[src/rtl/mlp_host_bridge.sv]
// Byte-stream command front end for the 2x2 MLP core: parses host opcodes, drives
// weight pushes, activation writes and start, then returns a framed result.
module mlp_host_bridge #(
  parameter int TIMEOUT_CYCLES = 1023,
  parameter int TO_W = $clog2(TIMEOUT_CYCLES + 1)
) (
  input  logic               clk,
  input  logic               reset,
  input  logic               in_valid,
  input  logic [7:0]         in_data,
  output logic               in_ready,
  output logic               out_valid,
  output logic [7:0]         out_data,
  input  logic               out_ready,
  output logic               wf_push_col0,
  output logic               wf_push_col1,
  output logic [7:0]         wf_data_in,
  output logic               wf_reset,
  output logic               init_act_valid,
  output logic [15:0]        init_act_data,
  output logic               start_mlp,
  output logic               weights_ready,
  input  logic [3:0]         mlp_state,
  input  logic               layer_complete,
  input  logic signed [31:0] acc0,
  input  logic signed [31:0] acc1,
  output logic               cmd_error
);

  typedef enum logic [2:0] {
    ST_IDLE          = 3'd0,
    ST_W_BYTES       = 3'd1,
    ST_A_BYTES       = 3'd2,
    ST_WRESET_P      = 3'd3,
    ST_RUN_WAIT_IDLE = 3'd4,
    ST_RUN_START     = 3'd5,
    ST_RUN_WAIT_DONE = 3'd6,
    ST_RESP          = 3'd7
  } state_t;

  localparam logic [7:0] OP_LOAD_W = 8'h01;
  localparam logic [7:0] OP_LOAD_A = 8'h02;
  localparam logic [7:0] OP_RUN    = 8'h03;
  localparam logic [7:0] OP_WRESET = 8'h04;
  localparam logic [7:0] ST_OK     = 8'h00;
  localparam logic [7:0] ST_TMO    = 8'hEE;
  localparam logic [TO_W-1:0] TO_LAST = TO_W'(TIMEOUT_CYCLES - 1);
  localparam logic [TO_W-1:0] TO_MAX  = TO_W'(TIMEOUT_CYCLES);

  // Byte idx of the captured result {acc1, acc0}, little-endian per accumulator.
  function automatic logic [7:0] result_byte(input logic [63:0] res, input logic [2:0] idx);
    result_byte = res[{idx, 3'b000} +: 8];
  endfunction

  state_t          state_r, state_n;
  logic [2:0]      cnt_r, cnt_n, cnt_inc_s;
  logic [TO_W-1:0] to_cnt_r, to_cnt_n;
  logic [7:0]      lo_r, lo_n;
  logic [63:0]     res_r, res_n;
  logic            tmo_r, tmo_n;
  logic            hdr_r, hdr_n;
  logic            in_ready_r, in_ready_n;
  logic            out_valid_r, out_valid_n;
  logic [7:0]      out_data_r, out_data_n;
  logic            push0_r, push0_n, push1_r, push1_n;
  logic [7:0]      wf_data_r, wf_data_n;
  logic            wf_reset_r, wf_reset_n;
  logic            act_valid_r, act_valid_n;
  logic [15:0]     act_data_r, act_data_n;
  logic            start_r, start_n;
  logic            wr_r, wr_n;
  logic            err_r, err_n;
  logic            accept_s;

  assign accept_s  = in_valid && in_ready_r;
  assign cnt_inc_s = cnt_r + 3'd1;

  // Next-state and next-output decode.
  always_comb begin
    state_n     = state_r;
    cnt_n       = cnt_r;
    to_cnt_n    = to_cnt_r;
    lo_n        = lo_r;
    res_n       = res_r;
    tmo_n       = tmo_r;
    hdr_n       = hdr_r;
    out_valid_n = out_valid_r;
    out_data_n  = out_data_r;
    push0_n     = 1'b0;
    push1_n     = 1'b0;
    wf_data_n   = wf_data_r;
    wf_reset_n  = 1'b0;
    act_valid_n = 1'b0;
    act_data_n  = act_data_r;
    start_n     = 1'b0;
    wr_n        = wr_r;
    err_n       = 1'b0;

    case (state_r)
      ST_IDLE: begin
        if (accept_s) begin
          cnt_n = 3'd0;
          case (in_data)
            OP_LOAD_W: state_n = ST_W_BYTES;
            OP_LOAD_A: state_n = ST_A_BYTES;
            OP_RUN:    state_n = ST_RUN_WAIT_IDLE;
            OP_WRESET: begin
              state_n    = ST_WRESET_P;
              wf_reset_n = 1'b1;
              wr_n       = 1'b0;
            end
            default:   err_n = 1'b1;
          endcase
        end else begin
          state_n = ST_IDLE;
        end
      end

      ST_W_BYTES: begin
        if (accept_s) begin
          wf_data_n = in_data;
          // B0/B1 feed column 0, B2/B3 feed column 1.
          if (cnt_r[1] == 1'b0) begin
            push0_n = 1'b1;
          end else begin
            push1_n = 1'b1;
          end
          if (cnt_r == 3'd3) begin
            state_n = ST_IDLE;
            wr_n    = 1'b1;
          end else begin
            cnt_n = cnt_inc_s;
          end
        end else begin
          state_n = ST_W_BYTES;
        end
      end

      ST_A_BYTES: begin
        if (accept_s) begin
          if (cnt_r[0] == 1'b0) begin
            lo_n = in_data;
          end else begin
            act_valid_n = 1'b1;
            act_data_n  = {in_data, lo_r};
          end
          if (cnt_r == 3'd3) begin
            state_n = ST_IDLE;
          end else begin
            cnt_n = cnt_inc_s;
          end
        end else begin
          state_n = ST_A_BYTES;
        end
      end

      ST_WRESET_P: state_n = ST_IDLE;

      ST_RUN_WAIT_IDLE: begin
        if (mlp_state == 4'd0) begin
          state_n = ST_RUN_START;
          start_n = 1'b1;
        end else begin
          state_n = ST_RUN_WAIT_IDLE;
        end
      end

      ST_RUN_START: begin
        state_n  = ST_RUN_WAIT_DONE;
        to_cnt_n = {TO_W{1'b0}};
      end

      ST_RUN_WAIT_DONE: begin
        // Completion is checked first so it wins over a same-cycle expiry.
        if (layer_complete) begin
          res_n       = {acc1, acc0};
          tmo_n       = 1'b0;
          state_n     = ST_RESP;
          out_valid_n = 1'b1;
          out_data_n  = ST_OK;
          hdr_n       = 1'b1;
          cnt_n       = 3'd0;
          wr_n        = 1'b0;
        end else if (to_cnt_r == TO_LAST) begin
          tmo_n       = 1'b1;
          state_n     = ST_RESP;
          out_valid_n = 1'b1;
          out_data_n  = ST_TMO;
          hdr_n       = 1'b1;
          cnt_n       = 3'd0;
          wr_n        = 1'b0;
        end else begin
          to_cnt_n = (to_cnt_r == TO_MAX) ? to_cnt_r : to_cnt_r + TO_W'(1);
        end
      end

      ST_RESP: begin
        if (out_valid_r && out_ready) begin
          if (hdr_r && tmo_r) begin
            state_n     = ST_IDLE;
            out_valid_n = 1'b0;
          end else if (hdr_r) begin
            hdr_n      = 1'b0;
            cnt_n      = 3'd0;
            out_data_n = result_byte(res_r, 3'd0);
          end else if (cnt_r == 3'd7) begin
            state_n     = ST_IDLE;
            out_valid_n = 1'b0;
          end else begin
            cnt_n      = cnt_inc_s;
            out_data_n = result_byte(res_r, cnt_inc_s);
          end
        end else begin
          state_n = ST_RESP;
        end
      end

      default: state_n = ST_IDLE;
    endcase

    in_ready_n = (state_n == ST_IDLE) || (state_n == ST_W_BYTES) || (state_n == ST_A_BYTES);
  end

  // State and registered-output update.
  always_ff @(posedge clk) begin
    if (reset) begin
      state_r     <= ST_IDLE;
      cnt_r       <= 3'd0;
      to_cnt_r    <= {TO_W{1'b0}};
      lo_r        <= 8'h00;
      res_r       <= 64'h0;
      tmo_r       <= 1'b0;
      hdr_r       <= 1'b0;
      in_ready_r  <= 1'b0;
      out_valid_r <= 1'b0;
      out_data_r  <= 8'h00;
      push0_r     <= 1'b0;
      push1_r     <= 1'b0;
      wf_data_r   <= 8'h00;
      wf_reset_r  <= 1'b0;
      act_valid_r <= 1'b0;
      act_data_r  <= 16'h0000;
      start_r     <= 1'b0;
      wr_r        <= 1'b0;
      err_r       <= 1'b0;
    end else begin
      state_r     <= state_n;
      cnt_r       <= cnt_n;
      to_cnt_r    <= to_cnt_n;
      lo_r        <= lo_n;
      res_r       <= res_n;
      tmo_r       <= tmo_n;
      hdr_r       <= hdr_n;
      in_ready_r  <= in_ready_n;
      out_valid_r <= out_valid_n;
      out_data_r  <= out_data_n;
      push0_r     <= push0_n;
      push1_r     <= push1_n;
      wf_data_r   <= wf_data_n;
      wf_reset_r  <= wf_reset_n;
      act_valid_r <= act_valid_n;
      act_data_r  <= act_data_n;
      start_r     <= start_n;
      wr_r        <= wr_n;
      err_r       <= err_n;
    end
  end

  assign in_ready       = in_ready_r;
  assign out_valid      = out_valid_r;
  assign out_data       = out_data_r;
  assign wf_push_col0   = push0_r;
  assign wf_push_col1   = push1_r;
  assign wf_data_in     = wf_data_r;
  assign wf_reset       = wf_reset_r;
  assign init_act_valid = act_valid_r;
  assign init_act_data  = act_data_r;
  assign start_mlp      = start_r;
  assign weights_ready  = wr_r;
  assign cmd_error      = err_r;

endmodule

[config.mk]
export PLATFORM = sky130hd
export DESIGN_NAME = mlp_host_bridge
export DESIGN_NICKNAME = d
export VERILOG_FILES = /design/src/rtl/mlp_host_bridge.sv
export SDC_FILE = /design/constraint.sdc
export NUM_CORES = 1
export LEC_CHECK = 0
export BUFFER_PORTS_ARGS = -buffer_cell sky130_fd_sc_hd__buf_2
export CAP_MARGIN = 25
export CORE_MARGIN = 4
export CORE_UTILIZATION = 54
export DETAILED_ROUTE_END_ITERATION = 7
export PLACE_DENSITY = 0.79
export SYNTH_ARGS = -nofsm -noshare
export SYNTH_HDL_FRONTEND = slang
export SYNTH_SLANG_ARGS = --single-unit
export TNS_END_PERCENT = 30
[constraint.sdc]
create_clock -name clk -period 2.56 [get_ports clk]
set_input_delay 0.512 -clock clk [delete_from_list [all_inputs] [get_ports clk]]
set_output_delay 0.512 -clock clk [all_outputs]
set_load 0.05 [all_outputs]
* Word-level counts from Yosys, hierarchy flattened
Cells that the tools add are included.
** Operators by class
- $add $sub $neg :: 2
- Multipliers :: 0
- Divide/modulo/power cells :: 0
- $lt $le $gt $ge :: 0
- Equal/unequal tests :: 32
- Shift operators :: 1
- Muxes and demuxes :: 58
- Bitwise operators :: 6
- Reduce and logical (&&, ||, !) cells :: 30
** Operators by type and width (count)
- indexed part select 64 x 7 -> 8 bit :: 1
- two-way mux 3 bit :: 19
- two-way mux 8 bit :: 6
- two-way mux 10 bit :: 3
- one-hot mux 3 bit (4 select lines) :: 2
- one-hot mux 3 bit (8 select lines) :: 1
- two-way mux 1 bit :: 22
- equality test 10 bit (second input constant) :: 2
- one-hot mux 10 bit (2 select lines) :: 1
- inequality test 2 bit (second input constant) :: 9
- equality test 8 x 2 -> 1 bit (second input constant) :: 2
- one-hot mux 8 bit (2 select lines) :: 1
- equality test 3 bit (second input constant) :: 5
- equality test 3 x 2 -> 1 bit (second input constant) :: 4
- inequality test 3 bit (second input constant) :: 4
- adder 10 x 1 -> 10 bit (second input constant) :: 1
- AND reduction 5 bit :: 2
- OR reduction 3 bit :: 3
- equality test 8 x 1 -> 1 bit (second input constant) :: 1
- equality test 8 x 3 -> 1 bit (second input constant) :: 1
- AND reduction 4 bit :: 2
- AND reduction 8 bit :: 1
- equality test 3 x 1 -> 1 bit (second input constant) :: 2
- logical NOT 3 bit :: 2
- other kinds (16) :: 32
** Storage, ports and cells
- Register bits :: 131
- Latch bits :: 0
- Bits in writable memories :: 0
- ROM bits :: 0
- Memories kept :: 0

* Logic depth before layout (Yosys ltp)
Gate-level depths: netlist (run 1).
- Depth after elaboration :: 9
- Gate-level depth with buffers :: 8

* Least setup slack after synthesis (run 1)
Ideal clock, no wire load.
- Path type :: register -> register
- Start :: register cnt_r[0]
- End :: register out_data_r[7], in the netlist out_data[7]
- Arrival :: 1928 ps
- Data required time :: 2432 ps
- Slack :: 504 ps
- Stages on the path, launching flop included :: 9
- Path buffers :: 1
- Clock period less this slack :: 2056 ps
- Cell sequence :: dfxtp_1 ha_1 ha_1 buf_2 mux4_2 mux2i_1 o21ai_0 a21oi_1 nor2_1
** On the way
- Longest elaborated chain between the ends :: 7
** Ends and longest elaborated chain
- start, declared :: line 56 : logic [2:0] cnt_r, cnt_n, cnt_inc_s;
- start signal, assigned :: line 248 : cnt_r <= cnt_n;
- adder 3 x 1 -> 3 bit :: line 76 : assign cnt_inc_s = cnt_r + 3'd1;
- indexed part select 64 x 7 -> 8 bit :: line 52 : result_byte = res[{idx, 3'b000} +: 8];
- two-way mux 8 bit :: line 206 : end else if (cnt_r == 3'd7) begin
- two-way mux 8 bit :: line 202 : end else if (hdr_r) begin
- two-way mux 8 bit :: line 199 : if (hdr_r && tmo_r) begin
- two-way mux 8 bit :: line 198 : if (out_valid_r && out_ready) begin
- one-hot mux 8 bit (2 select lines) :: line 99 : case (state_r)
- end signal, assigned :: line 256 : out_data_r <= out_data_n;
- end, declared :: line 64 : logic [7:0] out_data_r, out_data_n;
Parallel ways exist; a longest one is shown, timed or not. The select of a mux whose other input is x is not followed.
A chain may end at the register's enable or synchronous reset.

* Worst setup path after layout (run 1)
- Start :: register state_r[0]
- End :: register to_cnt_r[9]
** On the way
- Longest elaborated chain between the ends :: 3
** Ends and longest elaborated chain
- start, declared :: line 55 : state_t state_r, state_n;
- start signal, assigned :: line 247 : state_r <= state_n;
- equality test 3 bit :: line 99
- inequality test 2 bit (no source line) / nonzero test 2 bit (equally long branches)
- AND reduction 4 bit (no source line)
- end signal, assigned :: line 229 : to_cnt_r <= {TO_W{1'b0}};
- end signal, assigned :: line 249 : to_cnt_r <= to_cnt_n;
- end, declared :: line 57 : logic [TO_W-1:0] to_cnt_r, to_cnt_n;
Parallel ways exist; a longest one is shown, timed or not.

==> reports/metrics.cfg, run 1 <==
[status]
status = complete, no violations

[placement]
place_hpwl_mm = 10.2
gp_congestion = 0.889
port_buffers = 121

[route]
drc_errors = 0
dr.pass1.iters = 6
drtIter0Drc = 308
via_per_inst = 5.51
antenna_left = 0
routed_wl_mm = 14.4
vias = 5076
avgRoutedWirePerCell_um = 15.7

[flow_run]
cap_violations = 0

[pwr]
peakVddDrop_uv = 459
switchingPower_uw = 950
power_frac_clock = 0.510
seqPwrFrac = 0.458
p_per_area_nw_per_um2 = 640
leakage_uw = 0.00270
combPwrFrac = 0.033
sw_frac_of_total = 0.213
p_int_uw = 3510

[timing]
period_share = 0.830
fin_skew_ns = 0.00842
hold_ws_ns = 0.219
setup_violations = 0
period_needed_ns = 2.13
setup_tns_ns = 0
max_freq_mhz = 471
slew_headroom = 0.468
rsz0062_at_grt = false
drv_slew = 0
worstMarginPinSlew_ns = 0.793
finalHoldViolations = 0

[clock_network]
ctsRootBufferMaster = clkbuf_8
clock_latency_ns = 0.53
cts_made_buffers = 17
postCtsSetupRepairBufs = 0
cts_tree = done
cts_resized = 0
clk_pin_slew_ns = 0.06
cts.sink_count = 131
hold_buffers = 0
clk_path_buf_depth = 2
htreeDepth = 4

[synthesis]
async_flop_share = 0
synth_commonest_cells = 183 x nand2_1, 131 x dfxtp_1, 93 x a21oi_1, 54 x nor2_1, 28 x mux2i_1
ys_seq_area_frac = 0.456
synth-edff-count = 0
syn_area_per_cell_sq_um = 8.62
yosysMostFrequentCell = nand2_1
synth_top_area_share = 0.456
ys_seq_elements = 131
netlist_area_sq_um = 5750
synth_top_area_cell = dfxtp_1
ys_warn_count = 0
synth_nets = 753
synth_cell_types = 51
synthTopCellsByArea = dfxtp_1 46%, nand2_1 12%, a21oi_1 8.1%, mux4_2 6.3%, mux2i_1 4.9%
ys.flop_type = dfxtp_1
syn_inst = 667

[final_layout]
multi_input_area_sq_um = 2900
fillers = 846
nNetsFinal = 858
drive_gt1_frac = 0.259
antenna_cells = 0
syn2layout_area_growth_pct = 21.3
ff_latch_area_sq_um = 2620

[setup_path]
crit_type = reg -> reg
crit_fanout = 20
start_kind = flip-flop
crit-reg2reg-launch = state_r[0]
required_ns = 2.97
crit_path_end_kind = flip-flop
startpoint = state_r[0]
cp.arrival_ns = 2.54

[floorplan]
die-area_sq_um = 12400
start_util = 0.557
coreArea_sq_um = 10300
rows = 37
die_y_um = 111
fp.dieW_um = 111
ios = 122

[hold_path]
hold_start = acc1[21]
min_path_type = in -> reg

[grt]
grt_pass1_wl_mm = 24.2
overflow = 0
grt_usage = 0.239
antenna_found_initial = 0
grt_pass1_vias = 4982
grt_max_degree = 65

cell families after synthesis:
group / synth area share
AND/OR/NAND/NOR: 0.226
flip-flops: 0.456
multiplexers: 0.120
AO/OA/AOI/OAI: 0.130
buffers and inverters: 0.0414
adder cells (fa/ha/maj): 0.0109
XOR/XNOR: 0.0152
critical path, cell delays in order (launching register included):
cell and delay (ns):
dfxtp_1 0.74, nor2b_2 0.34, o32ai_4 0.17, nor4_4 0.30
nand3_1 0.14, mux2_4 0.31
per-layer routing:
metal / vias to the layer above / global-route usage / wire [um]
li1: 2486 / - / -
met1: 2386 / 0.294 / 6120
met2: 183 / 0.395 / 7000
met3: 21 / 0.0748 / 1060
met4: 0 / 0.0860 / 240
met5: - / 0 / 0
placed cells by master (no fill, tap or decap), drive strengths merged, types with 2 or more instances in the layout:
master | netlist | final
buf | 19 | 132
nor3 | 12 | 12
a21oi | 94 | 94
mux2 | 4 | 4
a211oi | 2 | 2
clkinv | 0 | 3
nand2b | 5 | 5
inv | 7 | 7
a31oi | 4 | 4
and3 | 3 | 3
a221oi | 5 | 5
nand3 | 13 | 13
o32ai | 2 | 2
mux2i | 28 | 28
xnor2 | 10 | 10
nor2b | 6 | 6
nand2 | 184 | 184
nand4 | 6 | 6
o21ai | 11 | 11
and4 | 2 | 2
mux4 | 16 | 16
clkinvlp | 0 | 4
clkbuf | 27 | 24
nor4 | 4 | 4
nor2 | 56 | 56
dfxtp | 131 | 131
ha | 5 | 5
through the flow:
stage / cells / power, uW / cell area (sq um) / worst slack, ns / util
after detailed placement: 889 / 2230 / 6410 / 0.461 / 0.621
after global placement: 889 / 2230 / 6410 / 0.500 / 0.621
after CTS: 921 / 4500 / 6970 / 0.484 / 0.675
final: 921 / 4460 / 6970 / 0.435 / 0.675
after floorplan: 667 / 2150 / 5750 / 0.504 / -
after global routing: 921 / 4610 / 6970 / 0.291 / 0.675
worst paths after layout:
kind	end	slack (ns)	depth (start not counted)
worst max-delay path	to_cnt_r[9]	0.43	5
worst min-delay path	res_r[53]	0.22	3
worst max register to register	to_cnt_r[9]	0.43	5
worst min register to register	res_r[58]	0.45	2
sequential cells by signal (all words and copies together) (netlist names), 3 cells and up:
| signal | count |
|---|---|
| res_r | 64 |
| lo_r | 8 |
| to_cnt_r | 10 |
| out_data | 8 |
| init_act_data | 16 |
| state_r | 3 |
| cnt_r | 3 |
| wf_data_in | 8 |
cell type report:
cell class | count | share of cell area
Sequential cell | 131 | 0.376
Clock inverter | 8 | 0.0108
Inverter | 7 | 0.00377
Clock buffer | 24 | 0.0704
Multi-Input combinational cell | 483 | 0.415
Timing Repair Buffer | 132 | 0.0991
Tap cell | 136 | 0.0244
power by group through the flow:
stage	clock (uW)	sequential (uW)	combinational (uW)
final	2270	2040	145
after global routing	2410	2040	159
after CTS	2310	2040	145
after detailed placement	0	2090	144
after global placement	0	2090	141
after floorplan	0	2090	56.0
No activity file was read; power rests on OpenSTA's default activity.
==> inputs of run 2 (changes only) <==
--- a/config.mk
+++ b/config.mk
@@ -8,9 +8,9 @@
 export BUFFER_PORTS_ARGS = -buffer_cell sky130_fd_sc_hd__buf_2
 export CAP_MARGIN = 25
 export CORE_MARGIN = 4
-export CORE_UTILIZATION = 54
+export CORE_UTILIZATION = 49
 export DETAILED_ROUTE_END_ITERATION = 7
-export PLACE_DENSITY = 0.79
+export PLACE_DENSITY = 0.76
 export SYNTH_ARGS = -nofsm -noshare
 export SYNTH_HDL_FRONTEND = slang
 export SYNTH_SLANG_ARGS = --single-unit
==> constraint.sdc (replaced) <==
create_clock -name clk -period 1.7 [get_ports clk]
set_input_delay 0.34 -clock clk [delete_from_list [all_inputs] [get_ports clk]]
set_output_delay 0.34 -clock clk [all_outputs]
set_load 0.05 [all_outputs]
==> reports/metrics.cfg, run 2 (synthesis gave the netlist of run 1 again) <==
[grt]
grt_pass1_wl_mm = 24.9  ; +3.0%
grt_pass1_vias = 5179  ; +4.0%
antenna_found_initial = 0  ; unchanged
grt_usage = 0.236  ; -0.00286
grt_max_degree = 65  ; unchanged
overflow = 0  ; unchanged

[final_layout]
drive_gt1_frac = 0.337  ; +0.0783
layout_common_cells = 182 x nand2_1, 127 x dfxtp_1, 120 x buf_2
syn2layout_area_growth_pct = 33.5
antenna_cells = 0  ; unchanged
top_register = res_r
largest_reg_flops = 64  ; unchanged
nNetsFinal = 913  ; +6.4%
multi_input_area_sq_um = 3030  ; +4.6%
fillers = 850  ; +0.47%
finalInstanceArea_sq_um = 7670  ; +10%
ff_latch_area_sq_um = 2630  ; +0.29%
layout_commonest_cell = nand2_1

[timing]
period_needed_ns = 1.84  ; -0.287 ns
period_share = 1.08  ; +0.251
fin_ws_ns = -0.138  ; -0.573 ns
slew_headroom = 0.710  ; +0.242
setup_tns_ns = -1.11  ; -1.11 ns
rsz0062_at_grt = true
drv_slew = 0  ; unchanged
fin_skew_ns = 0.00665  ; -0.00177 ns
setup_violations = 12  ; +12
worstMarginPinSlew_ns = 0.430  ; -0.363 ns
finalHoldViolations = 0  ; unchanged
max_freq_mhz = 544  ; +16%

[placement]
placed_area_sq_um = 6890  ; +7.6%
place_hpwl_mm = 11.0  ; +8.2%
port_buffers = 121  ; unchanged
gp_congestion = 0.870  ; -2.2%

[floorplan]
die-area_sq_um = 13500  ; +9.5%
rows = 39  ; +5.4%
fp.dieW_um = 116  ; +4.6%
coreArea_sq_um = 11500  ; +11%
start_util = 0.501  ; -0.0555
die_y_um = 116  ; +4.6%
ios = 122  ; unchanged

[setup_path]
crit-reg2reg-launch = cnt_r[0]
path_common_cell = ha_4
r2r-end = out_data[7]
crit_chain = ha_4, ha_4, mux4_2, mux2i_1, o21ai_1, a21oi_1, nor2_1
crit_type = reg -> reg
critPathMaxStageDelay_ns = 0.49  ; -0.25 ns
worst_path_max_delay_cell = mux4_2
start_kind = flip-flop
rr_worst_depth = 7  ; +2
crit_fanout = 3  ; -85%
rrSetupSlack_ns = -0.14  ; -0.57 ns
crit_path_end_kind = flip-flop
required_ns = 2.00  ; -0.97 ns
cp.arrival_ns = 2.13  ; -0.41 ns

[clock_network]
cts_made_buffers = 17  ; unchanged
ctsRootBufferMaster = clkbuf_16
clock_latency_ns = 0.42  ; -0.11 ns
clk_path_buf_depth = 2  ; unchanged
clk_pin_slew_ns = 0.06  ; about the same
cts.sink_count = 131  ; unchanged
cts_tree = done
htreeDepth = 4  ; unchanged

[route]
routed_wl_mm = 16.0  ; +11%
antenna_left = 0  ; unchanged
vias = 5387  ; +6.1%
avgRoutedWirePerCell_um = 16.2  ; +3.7%
dr.pass1.iters = 5  ; -1
drtIter0Drc = 371  ; +20%
drc_errors = 0  ; unchanged
via_per_inst = 5.48  ; -0.57%

[pwr]
p_total_uw = 7030  ; +57%
peakVddDrop_uv = 798  ; +74%
p_per_area_nw_per_um2 = 916  ; +43%
leakage_uw = 0.00307  ; +14%

[hold_path]
min_to = res_r[7]
min_path_type = in -> reg
hold_start = acc0[7]
min_path_cells = 3  ; unchanged

[flow_run]
cap_violations = 0  ; unchanged

[status]
status = complete, but fails checks
violations = setup timing

-- run 2: where the power goes --
| group | switching (uW) | internal (uW) | leakage (uW) | total [uW] |
|---|---|---|---|---|
| registers | 2.75 | 3070 | 0.00106 | 3080 |
| clock network | 1320 | 2380 | 0.000298 | 3710 |
| logic | 133 | 109 | 0.00172 | 242 |
| total | 1460 | 5570 | 0.00307 | 7030 |
-- run 2: stage by stage --
stage | setup WS (ns) | util | hold slack [ns] | cells
finish | -0.138 | 0.669 | 0.160 | 983
global route | -0.216 | 0.669 | 0.156 | 983
CTS | -0.135 | 0.660 | 0.150 | 982
detailed placement | -0.230 | 0.601 | 0.446 | 948
global placement | -0.160 | 0.601 | 0.439 | 948
floorplan | -0.158 | - | 0.431 | 667
-- run 2: area by class of cell --
| cell class | count | area share |
|---|---|---|
| Clock buffer | 24 | 0.0667 |
| Clock inverter | 8 | 0.0129 |
| Multi-Input combinational cell | 483 | 0.395 |
| Tap cell | 143 | 0.0233 |
| Sequential cell | 131 | 0.343 |
| Timing Repair Buffer | 187 | 0.156 |
| Inverter | 7 | 0.00342 |
-- run 2: routing by layer --
layer  track usage  vias to the layer above  wire length, um
met1         0.294                     2520             6490
met4        0.0897                        0              362
met3        0.0736                       25             1360
met2         0.385                      238             7740
li1              -                     2604                -
met5             0                        -                0
-- run 2: how the worst max path moves through the flow --
stage / start / to / slack (ns) / depth (start not counted)
floorplan: cnt_r[0] / out_data[7] / -0.16 / 8
CTS: cnt_r[1] / out_data[7] / -0.13 / 7
detailed placement: in_data[3] / in_ready / -0.23 / 7
global route: cnt_r[0] / out_data[0] / -0.22 / 7
finish: cnt_r[0] / out_data[7] / -0.14 / 7
global placement: in_data[3] / in_ready / -0.16 / 7
-- run 2: worst max-delay path: cells and delay by family (launching register included) --
kind                       cells  cell delay [ns]
adders and majority gates      2             0.45
AOI/OAI and AO/OA              2             0.24
and+or+nand+nor                1             0.05
muxes                          2             0.65
DFF                            1             0.34
-- run 2: timing repair --
item / CTS / global route
hold buffers: 0 / 0
pin swaps: 4 / 11
setup buffers: 2 / 1
resized for setup: 11 / 23
endpoints found under the setup margin: 15 / 32
